<file path="config.mk">
export PLATFORM = sky130hd
export DESIGN_NAME = pwm_counter_sequencer
export DESIGN_NICKNAME = d
export VERILOG_FILES = /design/src/rtl/pwm_counter_sequencer.sv
export SDC_FILE = /design/constraint.sdc
export NUM_CORES = 1
export LEC_CHECK = 0
export BUFFER_PORTS_ARGS = -buffer_cell sky130_fd_sc_hd__buf_2
export CAP_MARGIN = 40
export CELL_PAD_IN_SITES_DETAIL_PLACEMENT = 0
export CELL_PAD_IN_SITES_GLOBAL_PLACEMENT = 1
export CORE_MARGIN = 3
export CORE_UTILIZATION = 41
export CTS_CLUSTER_DIAMETER = 150
export DETAILED_ROUTE_END_ITERATION = 10
export PLACE_DENSITY_LB_ADDON = 0.1
export SLEW_MARGIN = 25
export SYNTH_ARGS = -nofsm -noshare
export SYNTH_HDL_FRONTEND = slang
export SYNTH_SLANG_ARGS = --single-unit
</file>
<file path="constraint.sdc">
create_clock -name clock -period 3 [get_ports clock]
set_input_delay 0.15 -clock clock [delete_from_list [all_inputs] [get_ports clock]]
set_output_delay 0.15 -clock clock [all_outputs]
set_load 0.02 [all_outputs]
</file>
<file path="src/rtl/pwm_counter_sequencer.sv">
// Sequencer for a bank of PWM timebase counters: staggered start, sync fan-out and
// shadowed start/stop limits that commit only at each counter's reload point.
module pwm_counter_sequencer #(
    parameter int unsigned COUNTER_WIDTH = 16,
    parameter int unsigned N_CHANNELS    = 3,
    parameter int unsigned DELAY_WIDTH   = 16,
    localparam int unsigned CH_W         = (N_CHANNELS > 1) ? $clog2(N_CHANNELS) : 1
) (
    input  logic                                clock,
    input  logic                                reset,
    input  logic                                timebase,
    input  logic                                start_request,
    input  logic                                stop_request,
    input  logic [1:0]                          mode_in,
    input  logic [DELAY_WIDTH-1:0]              stagger_delay,
    input  logic                                sync_in,
    input  logic                                cfg_valid,
    output logic                                cfg_ready,
    input  logic [CH_W-1:0]                     cfg_channel,
    input  logic [COUNTER_WIDTH-1:0]            cfg_start,
    input  logic [COUNTER_WIDTH-1:0]            cfg_stop,
    input  logic [N_CHANNELS-1:0]               reload_in,
    output logic [N_CHANNELS-1:0]               run_out,
    output logic [N_CHANNELS-1:0]               sync_out,
    output logic [1:0]                          mode_out,
    output logic [N_CHANNELS*COUNTER_WIDTH-1:0] counter_start_data,
    output logic [N_CHANNELS*COUNTER_WIDTH-1:0] counter_stop_data,
    output logic [N_CHANNELS-1:0]               pending,
    output logic [1:0]                          state_out
);

    typedef enum logic [1:0] {
        StIdle     = 2'd0,
        StStagger  = 2'd1,
        StRunning  = 2'd2,
        StStopping = 2'd3
    } state_e;

    state_e                                     state_q;
    logic [N_CHANNELS-1:0]                      run_q;
    logic [N_CHANNELS-1:0]                      sync_q;
    logic [1:0]                                 mode_q;
    logic [DELAY_WIDTH-1:0]                     delay_q;
    logic [DELAY_WIDTH-1:0]                     cnt_q;
    logic [CH_W-1:0]                            idx_q;
    logic [N_CHANNELS-1:0]                      pending_q;
    logic [N_CHANNELS-1:0][COUNTER_WIDTH-1:0]   start_act_q;
    logic [N_CHANNELS-1:0][COUNTER_WIDTH-1:0]   stop_act_q;
    logic [N_CHANNELS-1:0][COUNTER_WIDTH-1:0]   start_shd_q;
    logic [N_CHANNELS-1:0][COUNTER_WIDTH-1:0]   stop_shd_q;

    logic                  ch_valid;
    logic                  wr;
    logic [N_CHANNELS-1:0] commit;
    logic [CH_W-1:0]       idx_next;
    logic                  stag_fire;

    assign idx_next  = idx_q + 1'b1;
    // A zero delay releases one channel per clock, independent of the timebase.
    assign stag_fire = (delay_q == '0) || (timebase && (cnt_q >= delay_q - 1'b1));

    always_comb begin
        ch_valid  = 32'(cfg_channel) < N_CHANNELS;
        cfg_ready = 1'b1;
        commit    = '0;
        case (state_q)
            StIdle:    cfg_ready = 1'b1;
            StStagger,
            StRunning: cfg_ready = ch_valid ? ~pending_q[cfg_channel] : 1'b1;
            default:   cfg_ready = 1'b0;
        endcase
        wr = cfg_valid && cfg_ready && ch_valid;
        for (int c = 0; c < int'(N_CHANNELS); c++) begin
            if (state_q == StStopping) begin
                commit[c] = pending_q[c];
            end else if (state_q == StStagger || state_q == StRunning) begin
                // Channels still waiting for their stagger slot have no carrier to tear.
                commit[c] = pending_q[c] &&
                            ((reload_in[c] && timebase) || (state_q == StStagger && !run_q[c]));
            end
        end
    end

    always_ff @(posedge clock or negedge reset) begin
        if (!reset) begin
            state_q     <= StIdle;
            run_q       <= '0;
            sync_q      <= '0;
            mode_q      <= '0;
            delay_q     <= '0;
            cnt_q       <= '0;
            idx_q       <= '0;
            pending_q   <= '0;
            start_act_q <= '0;
            stop_act_q  <= '0;
            start_shd_q <= '0;
            stop_shd_q  <= '0;
        end else begin
            sync_q <= '0;
            for (int c = 0; c < int'(N_CHANNELS); c++) begin
                if (commit[c]) begin
                    start_act_q[c] <= start_shd_q[c];
                    stop_act_q[c]  <= stop_shd_q[c];
                    pending_q[c]   <= 1'b0;
                end
            end
            case (state_q)
                StIdle: begin
                    run_q <= '0;
                    if (wr) begin
                        start_act_q[cfg_channel] <= cfg_start;
                        stop_act_q[cfg_channel]  <= cfg_stop;
                    end
                    if (start_request && !stop_request) begin
                        mode_q   <= mode_in;
                        delay_q  <= stagger_delay;
                        cnt_q    <= '0;
                        idx_q    <= '0;
                        run_q[0] <= 1'b1;
                        state_q  <= (N_CHANNELS == 1) ? StRunning : StStagger;
                    end
                end
                StStagger, StRunning: begin
                    if (wr) begin
                        start_shd_q[cfg_channel] <= cfg_start;
                        stop_shd_q[cfg_channel]  <= cfg_stop;
                        pending_q[cfg_channel]   <= 1'b1;
                    end
                    if (stop_request) begin
                        run_q   <= '0;
                        state_q <= StStopping;
                    end else if (state_q == StRunning) begin
                        sync_q <= {N_CHANNELS{sync_in}};
                    end else if (stag_fire) begin
                        cnt_q           <= '0;
                        idx_q           <= idx_next;
                        run_q[idx_next] <= 1'b1;
                        if (32'(idx_next) == N_CHANNELS - 1) begin
                            state_q <= StRunning;
                        end
                    end else if (timebase && cnt_q != '1) begin
                        cnt_q <= cnt_q + 1'b1;
                    end
                end
                default: begin
                    run_q   <= '0;
                    state_q <= StIdle;
                end
            endcase
        end
    end

    assign run_out            = run_q;
    assign sync_out           = sync_q;
    assign mode_out           = mode_q;
    assign counter_start_data = start_act_q;
    assign counter_stop_data  = stop_act_q;
    assign pending            = pending_q;
    assign state_out          = state_q;

endmodule

</file>
== Word level (Yosys, flattened, before mapping) ==
Index checks and enable logic that the tools add are counted.
Widths: inputs -> output; s select.
Storage, ports and cells
  bits in registers: 239
  output and inout bits: 110
  word-level logic and storage cells: 140
Cells by class
  eq/ne operators: 13
  multiplexer cells: 60
  bitwise gates (word level): 3
  reduce and logical (&&, ||, !) cells: 35
  add/subtract/negate cells: 3
  $lt $le $gt $ge: 6
Operators with widths (number)
  $bwmux 48: 4
  $mux 16: 12
  $mux 48: 4
  $demux 16 s2: 1
  $pmux 16 s2: 1
  $mux 3: 8
  $mux 2: 9
  $add 16x1->16 const B: 1
  $ge 16x16->1: 1
  $logic_and 1x1->1: 16
  $logic_not 16->1: 1
  $ne 16x16->1 const B: 1
  $sub 16x1->16 const B: 1
  $mux 1: 14
  $ne 3x3->1 const B: 4
  $reduce_and 5->1: 2
  $ne 2x2->1 const B: 4
  $pmux 2 s2: 2
  $eq 2x2->1 const B: 3
  $lt 2x3->1 const B: 2
  $or 3x3->3: 2
  $pmux 3 s2: 1
  $reduce_and 2->1: 3
  $logic_or 1x1->1: 5
  other kinds (13): 18

== Depth between registers and ports, before layout ==
Gate-level depths: netlist of run 1.
  depth in word-level cells: 10
  mapped depth: 13
  depth with buffers taken out: 12

== Worst setup path after synthesis of run 1 ==
Ideal clock, no wire load.
  path kind: register to register
  start: register delay_q[2]
  end: register idx_q[0]
  cell stages (with the launch flop): 12
  path buffers: 0
  setup time: 121 ps
  data required time: 2879 ps
  path slack: -254 ps
  clock period less this slack: 3254 ps
  arrival time: 3133 ps
  cell sequence: dfrtp_1 nor4_1 nand2_1 nor4_1 xnor2_1 ha_1 nand4_1 nor4_1 a211oi_1 a21oi_2 mux2_2 a22o_1
Between the ends
  word-level cells in the longest chain between the ends: 6
  elaborated cells between the ends (all ways): 7
RTL lines
  start: declaration: RTL line 43  | logic [DELAY_WIDTH-1:0] delay_q;
  start signal: assignment: RTL line 116  | delay_q <= stagger_delay;
  $sub 16x1->16: RTL line 60  | assign stag_fire = (delay_q == '0) || (timebase && (cnt_q >= delay_q - 1'b1));
  $ge 16x16->1: RTL line 60
  $logic_and 1x1->1: RTL line 60
  $logic_or 1x1->1 (*): RTL line 60
  $ne 2x2->1 (no line) (*)
  $reduce_and 5->1 (no line) (*)
  end signal: assignment: RTL line 136  | idx_q <= idx_next;
  end: declaration: RTL line 45  | logic [CH_W-1:0] idx_q;
Mark *: on every way between the ends. The rest lies on a longest branch, timed or not.
A chain may end at the register's enable or synchronous reset.

== Worst setup path in the final report of run 1 ==
  start: register delay_q[9]
  end: register cnt_q[1]
Between the ends
  word-level cells in the longest chain between the ends: 8
  elaborated cells between the ends (all ways): 11
RTL lines
  $sub 16x1->16: RTL line 60
  $ge 16x16->1: RTL line 60
  $logic_and 1x1->1: RTL line 60
  $logic_or 1x1->1 (*): RTL line 60
  $mux 16: RTL line 134  | end else if (stag_fire) begin
  $mux 16: RTL line 132  | end else if (state_q == StRunning) begin
  $mux 16: RTL line 129  | if (stop_request) begin
  $pmux 16 s2: RTL line 107  | case (state_q)
  end signal: assignment: RTL line 142  | cnt_q <= cnt_q + 1'b1;
  end: declaration: RTL line 44  | logic [DELAY_WIDTH-1:0] cnt_q;
Mark *: on every way between the ends. The rest lies on a longest branch, timed or not. The select of a mux whose other input is x is not followed.

==> results.yml, run 1 <==
floorplan:
  die_w_um: 170
  rows: 59
  core_area_sq_mm: 0.0262
  boundaryPins: 172
  dieArea_sq_mm: 0.0289
  initial_core_util: 0.420
  dieHeight_um: 170
synthesis:
  ys_dominant_reg_cell: "dfrtp_1"
  syn_inst: 949
  synth-edff-count: 0
  synthesis.area_sq_mm: 0.0110
  async_flop_share: 1.00
  synth_seq_cells: 237
  yosys.cell_types.count: 53
  synthesis.nets: 1038
  yosys_warnings: 0
  syn_area_per_cell_sq_um: 11.6
  ys_seq_area_frac: 0.539
placement:
  place.gp.congestion: 0.832
  io_buffers: 171
  pre_cts_slack_ns: -0.146
  dp_hpwl_mm: 17.6
  place_area_sq_mm: 0.0126
min_path:
  hold_path_class: "in -> reg"
  holdCritStartpoint: "timebase"
cells_and_area:
  drive_gt1_frac: 0.318
  areaGrowthSynthToFinish_pct: 28.9
  finalInstanceArea_sq_mm: 0.0142
  nFillCells: 2366
  nets: 1294
sta:
  setup_viol: 7
  hold_viol_final: 0
  finClkSkew_ns: 0.0108
  rsz0062_at_grt: "yes"
  tightestPinTransition_ns: 0.716
  finalCritPeriodShare: 1.01
  slew_violations: 0
  period_minus_slack_ns: 3.04
  setup_slack_ns: -0.0364
  max_freq_ghz: 0.329
  slew_headroom: 0.522
global_routing:
  gr-usage-met2: 0.283
  grt-busiest-layer: "met2"
  antenna_found_initial: 1
  overflow: 0
  grt_pass1_vias: 7772
  gr-usage-met3: 0.0295
  grt.total_usage: 0.185
  grt_use_met1: 0.281
  grt_pass1_wl_mm: 43.4
  grt_max_degree: 93
route:
  via_count: 8078
  dr.pass1.iters: 5
  drt_iter0_markers: 533
  viasPerCell: 5.17
  wl_per_cell_um: 17.4
  ant_nets: 0
  routed_wl_mm: 27.1
  drc_errors: 0
clocking:
  cts-root-buf: "clkbuf_16"
  cts_tree: "yes"
  cts_num_sinks: 237
  clk_latency_ns: 0.54
  postCtsSetupBuffers: 0
  path_clk_slew_ns: 0.06
  clk_path_buf_depth: 3
  cts_made_buffers: 27
  htreeDepth: 1
setup_path:
  startpoint: "delay_q[9]$_DFFE_PN0P_"
  critPathArrivalTime_ns: 3.51
  critPathKind: "reg -> reg"
  r2r_slack_ns: -0.04
  slowest_delay_ns: 0.38
  path_cells: "nor4_2 -> nand2b_1 -> nor4_4 -> xnor2_1 -> ha_1 -> nand4_1 -> o21bai_1 -> a211oi_2 -> buf_4 -> a31oi_4 -> nor2_2 -> a32o_1"
  cp_data_required_time_ns: 3.48
  crit_slowest_cell: "dfrtp_1"
  crit_path_max_fanout: 8
  end_kind: "register"
  path_buf_inv: 1
  cp-start-kind: "register"
  cp_top_family: "simple AND/OR/NAND/NOR gates"
  crit-reg2reg-launch: "delay_q[9]$_DFFE_PN0P_"
power:
  p_per_area_mw_per_mm2: 1020
  p_leak_nw: 6.98
  ir_drop_uv: 599
flow_run:
  cap_violations: 0
run_status:
  outcome: "finished, violations left"
  failed_checks: "negative setup slack"
==> registers in the layout, summed over array words and instances, names as in the netlist <==
name / flops
cnt_q: 16
counter_start_data: 48
counter_stop_data: 48
delay_q: 16
idx_q: 2
mode_out: 2
pending: 3
run_out: 3
start_shd_q: 48
state_out: 2
stop_shd_q: 48
sync_out: 1
==> worst paths after layout <==
path | to | depth (start not counted)
min | cnt_q[2]$_DFFE_PN0P_ | 3
min in group asynchronous | counter_stop_data[40]$_DFF_PN0_ | 2
max in group asynchronous | counter_stop_data[21]$_DFF_PN0_ | 3
max | cnt_q[1]$_DFFE_PN0P_ | 12
max reg2reg | cnt_q[1]$_DFFE_PN0P_ | 12
min reg2reg | start_shd_q[10]$_DFFE_PN0P_ | 1
==> power by group <==
part | leakage (nW) | switching [mW] | total (mW) | internal [mW]
Clock | 0.464 | 1.33 | 3.35 | 2.02
Sequential | 2.94 | 0.876 | 5.53 | 4.65
Combinational | 3.58 | 3.09 | 5.65 | 2.56
Total | 6.98 | 5.30 | 14.5 | 9.23
==> timing repair <==
action,4_1_cts,5_1_grt
endpoints found under the setup margin,16,23
pin swaps,10,23
gates resized for setup,13,18
endpoints found under the hold margin,300,0
hold buffers,53,0
==> stage by stage <==
stage	instances	util	setup TNS, ns	hold WS (ns)	total power, mW
final	1562	0.542	-0.103	0.0364	14.5
after CTS	1561	0.539	-0.135	0.00209	14.6
after floorplan	949	-	-0.0374	-0.146	8.99
after detailed placement	1458	0.481	-1.30	0.228	11.1
after global routing	1562	0.542	-2.96	0.0429	15.5
after global placement	1458	0.481	-0.456	0.230	11.0
==> cell usage in the layout, fill, tap and decap left out, types with 6 or more instances in the layout <==
master	instances
buf_4	38
nand2_1	123
buf_2	170
a22o_1	10
o21ai_0	111
dlygate4sd3_1	53
nor2b_1	6
inv_1	11
buf_6	6
a21o_1	6
nor3_1	10
clkbuf_16	27
nand4_1	7
ha_1	27
o211ai_1	7
mux2_2	85
nor2_1	23
dfrtp_1	237
a21oi_1	12
buf_12	6
clkbuf_8	11
mux2i_1	98
and3_1	7
mux2_1	29
nand3_1	9
xnor2_1	9
==> area by class of cell <==
type,count,area [sq um],share of cell area
sequential,237,5930,0.418
tap,335,419,0.0295
multi-input combinational,654,5010,0.353
antenna,1,2.50,0.000176
inverter,11,41.3,0.00291
timing repair buffer,274,1870,0.132
clock inverter,8,83.8,0.00590
clock buffer,42,842,0.0593
==> cells in the mapped netlist, drive strengths merged, types with 9 or more instances <==
| cell | count | share of area |
|---|---|---|
| clkbuf | 24 | 0.0082 |
| xnor2 | 9 | 0.0072 |
| inv | 11 | 0.0037 |
| nor2 | 25 | 0.0087 |
| a22o | 10 | 0.0080 |
| ha | 27 | 0.031 |
| dfrtp | 237 | 0.54 |
| buf | 23 | 0.013 |
| a21oi | 14 | 0.0067 |
| mux2i | 98 | 0.089 |
| o21ai | 118 | 0.054 |
| mux2 | 115 | 0.12 |
| nor3 | 15 | 0.0073 |
| nand2 | 126 | 0.043 |
| nand3 | 11 | 0.0050 |
==> metal layers <==
| metal | wire length [um] | part of all wire | up-vias |
|---|---|---|---|
| met5 | 0 | 0 | - |
| met4 | 414 | 0.015 | 0 |
| met3 | 1090 | 0.040 | 27 |
| met2 | 11900 | 0.44 | 176 |
| met1 | 13700 | 0.51 | 3951 |
| li1 | - | - | 3924 |
==> worst min-delay path, cell delays in order <==
cell	delay, ns
buf_2	0.19
nand3_1	0.11
o22ai_1	0.07
==> kinds of logic (layout without fill, tap and decap cells) <==
kind of cell               after synthesis  in the layout  share of synthesized area
AOI/OAI and AO/OA                      177            177                     0.0932
xor gates and xnor gates                13             13                     0.0103
and+or+nand+nor                        224            224                     0.0960
adders and majority gates               27             27                     0.0307
buffers and inverters                   58            335                     0.0247
muxes                                  213            213                      0.207
DFF                                    237            237                      0.539
other                                    0              1                          0
Power figures use the tool's default switching activity.
==> run 2, diff against run 1 <==
- CTS_CLUSTER_SIZE: default -> 12
- SETUP_SLACK_MARGIN: default -> 0.1
==> run 2 against run 1 <==
  * The run still ends with negative setup slack left
  * Worst setup slack better by 0.036 ns
  * Design area fell by 2.3%
  * Clock skew up 0.0041 ns
  * Clock-buffer cell count fell by 19
  * Clock power is 24% lower
  * Largest cell class unchanged
==> results.yml, run 2 (synthesized netlist as in run 1, its figures left out) <==
placement:
  dp_hpwl_mm: 18.1
  io_buffers: 171
  pre_cts_slack_ns: -0.155
  place_area_sq_mm: 0.0126
  place_inst: 1452
  place.gp.congestion: 0.832
setup_path:
  cp_data_required_time_ns: 3.41
  crit-reg2reg-launch: "delay_q[6]$_DFFE_PN0P_"
  cpMostUsedCell: "nor4_4"
  slowest_delay_ns: 0.40
  startpoint: "delay_q[6]$_DFFE_PN0P_"
  critPathKind: "reg -> reg"
  critPathArrivalTime_ns: 3.41
  r2r_cells: 12
  end_kind: "register"
  path_cells: "nor4_4 -> nand2_2 -> nor2_1 -> xnor2_1 -> ha_1 -> nand4_1 -> buf_4 -> nor4_4 -> a211oi_2 -> a21oi_2 -> mux2_4 -> a22o_1"
  cp-start-kind: "register"
  crit_path_max_fanout: 4
  crit_slowest_cell: "dfrtp_1"
sta:
  tightestPinTransition_ns: 0.794
  tns_ns: -0.000816
  hold_viol_final: 0
  slew_headroom: 0.469
  max_freq_ghz: 0.333
  setup_slack_ns: -0.000816
  setup_viol: 1
  hold_ws_ns: 0.0607
  finalCritPeriodShare: 1.00
  rsz0062_at_grt: "yes"
  period_minus_slack_ns: 3.00
  slew_violations: 0
  finClkSkew_ns: 0.0149
route:
  ant_nets: 0
  via_count: 8042
  dr.pass1.iters: 4
  routed_wl_mm: 27.3
  drt_iter0_markers: 368
  viasPerCell: 5.23
  wl_per_cell_um: 17.8
  drc_errors: 0
floorplan:
  core_area_sq_mm: 0.0262
  die_w_um: 170
  rows: 59
  dieHeight_um: 170
  boundaryPins: 172
  initial_core_util: 0.420
  dieArea_sq_mm: 0.0289
global_routing:
  overflow: 0
  antenna_found_initial: 2
  grt_max_degree: 81
  grt_pass1_wl_mm: 43.7
  grt_pass1_vias: 8029
  grt.total_usage: 0.187
power:
  p_leak_nw: 6.80
  p_per_area_mw_per_mm2: 988
  ir_drop_uv: 517
  total_power_mw: 13.7
  p_int_mw: 8.54
  power_frac_comb: 0.413
  p_sw_mw: 5.18
  clockPowerShare: 0.184
  switching_share: 0.377
  seqPwrFrac: 0.403
clocking:
  clk_path_buf_depth: 3
  clk_latency_ns: 0.52
  cts_tree: "yes"
  htreeDepth: 1
  cts_num_sinks: 237
  cts-root-buf: "clkbuf_16"
  cts_made_buffers: 23
  path_clk_slew_ns: 0.06
cells_and_area:
  layout_commonest_cell: "dfrtp_1"
  nFillCells: 2378
  finalInstanceArea_sq_mm: 0.0139
  final_cells: 1537
  drive_gt1_frac: 0.309
  nets: 1289
  post-route-util: 0.529
  areaGrowthSynthToFinish_pct: 26.0
  final_cell_mix: "dfrtp_1, buf_2, nand2_1"
min_path:
  holdCritStartpoint: "timebase"
  worstHoldPathCells: 3
  hold_path_class: "in -> reg"
run_status:
  outcome: "finished, violations left"
  failed_checks: "negative setup slack"
flow_run:
  cap_violations: 0
[run 2: worst max-delay path, delay by kind of cell, from the launching register on]
kind | cells | cell delay, ns
and+or+nand+nor | 5 | 1.08
adders and majority gates | 1 | 0.32
xor gates and xnor gates | 1 | 0.09
muxes | 1 | 0.31
AOI/OAI and AO/OA | 3 | 0.51
DFF | 1 | 0.40
buffers and inverters | 1 | 0.19
[run 2: final timing paths]
| check | endpoint | slack [ns] |
|---|---|---|
| worst max-delay path | idx_q[0]$_DFFE_PN0P_ | -0.0008 |
| worst min-delay path | cnt_q[2]$_DFFE_PN0P_ | 0.06 |
| worst max register to register | idx_q[0]$_DFFE_PN0P_ | -0.0008 |
| worst min register to register | stop_shd_q[2]$_DFFE_PN0P_ | 0.48 |
| max in group asynchronous | stop_shd_q[46]$_DFFE_PN0P_ | 2.03 |
| min in group asynchronous | counter_stop_data[39]$_DFF_PN0_ | 0.16 |
[run 2: cell type report]
cell class                 instances  area, sq um  area share
multi-input combinational        655         5060       0.365
clock buffer                      23          576      0.0415
clock inverter                     2         25.0     0.00180
sequential                       237         5930       0.427
timing repair buffer             272         1810       0.131
tap                              335          419      0.0302
antenna                            2         5.00    0.000361
inverter                          11         41.3     0.00298
[run 2: power groups by stage]
stage / logic (mW) / clock network, mW / registers (mW)
after floorplan: 2.81 / 0 / 6.22
after global placement: 5.38 / 0 / 5.53
after detailed placement: 5.47 / 0 / 5.58
after CTS: 5.69 / 2.63 / 5.53
after global routing: 6.23 / 2.75 / 5.72
final: 5.66 / 2.53 / 5.53
[run 2: what timing repair did]
item,4_1_cts,5_1_grt
pin swaps,13,3
cloned,1,0
gates resized for setup,12,12
setup buffers,4,0
setup endpoints to repair,20,23
hold buffers,53,0
hold endpoints to repair,273,0
[run 2: routing by layer]
layer	vias to the layer above	track usage	part of all wire
li1	3884	-	-
met1	3938	0.278	0.49
met2	191	0.291	0.44
met3	29	0.0279	0.050
met4	0	0.0413	0.019
met5	-	0	0
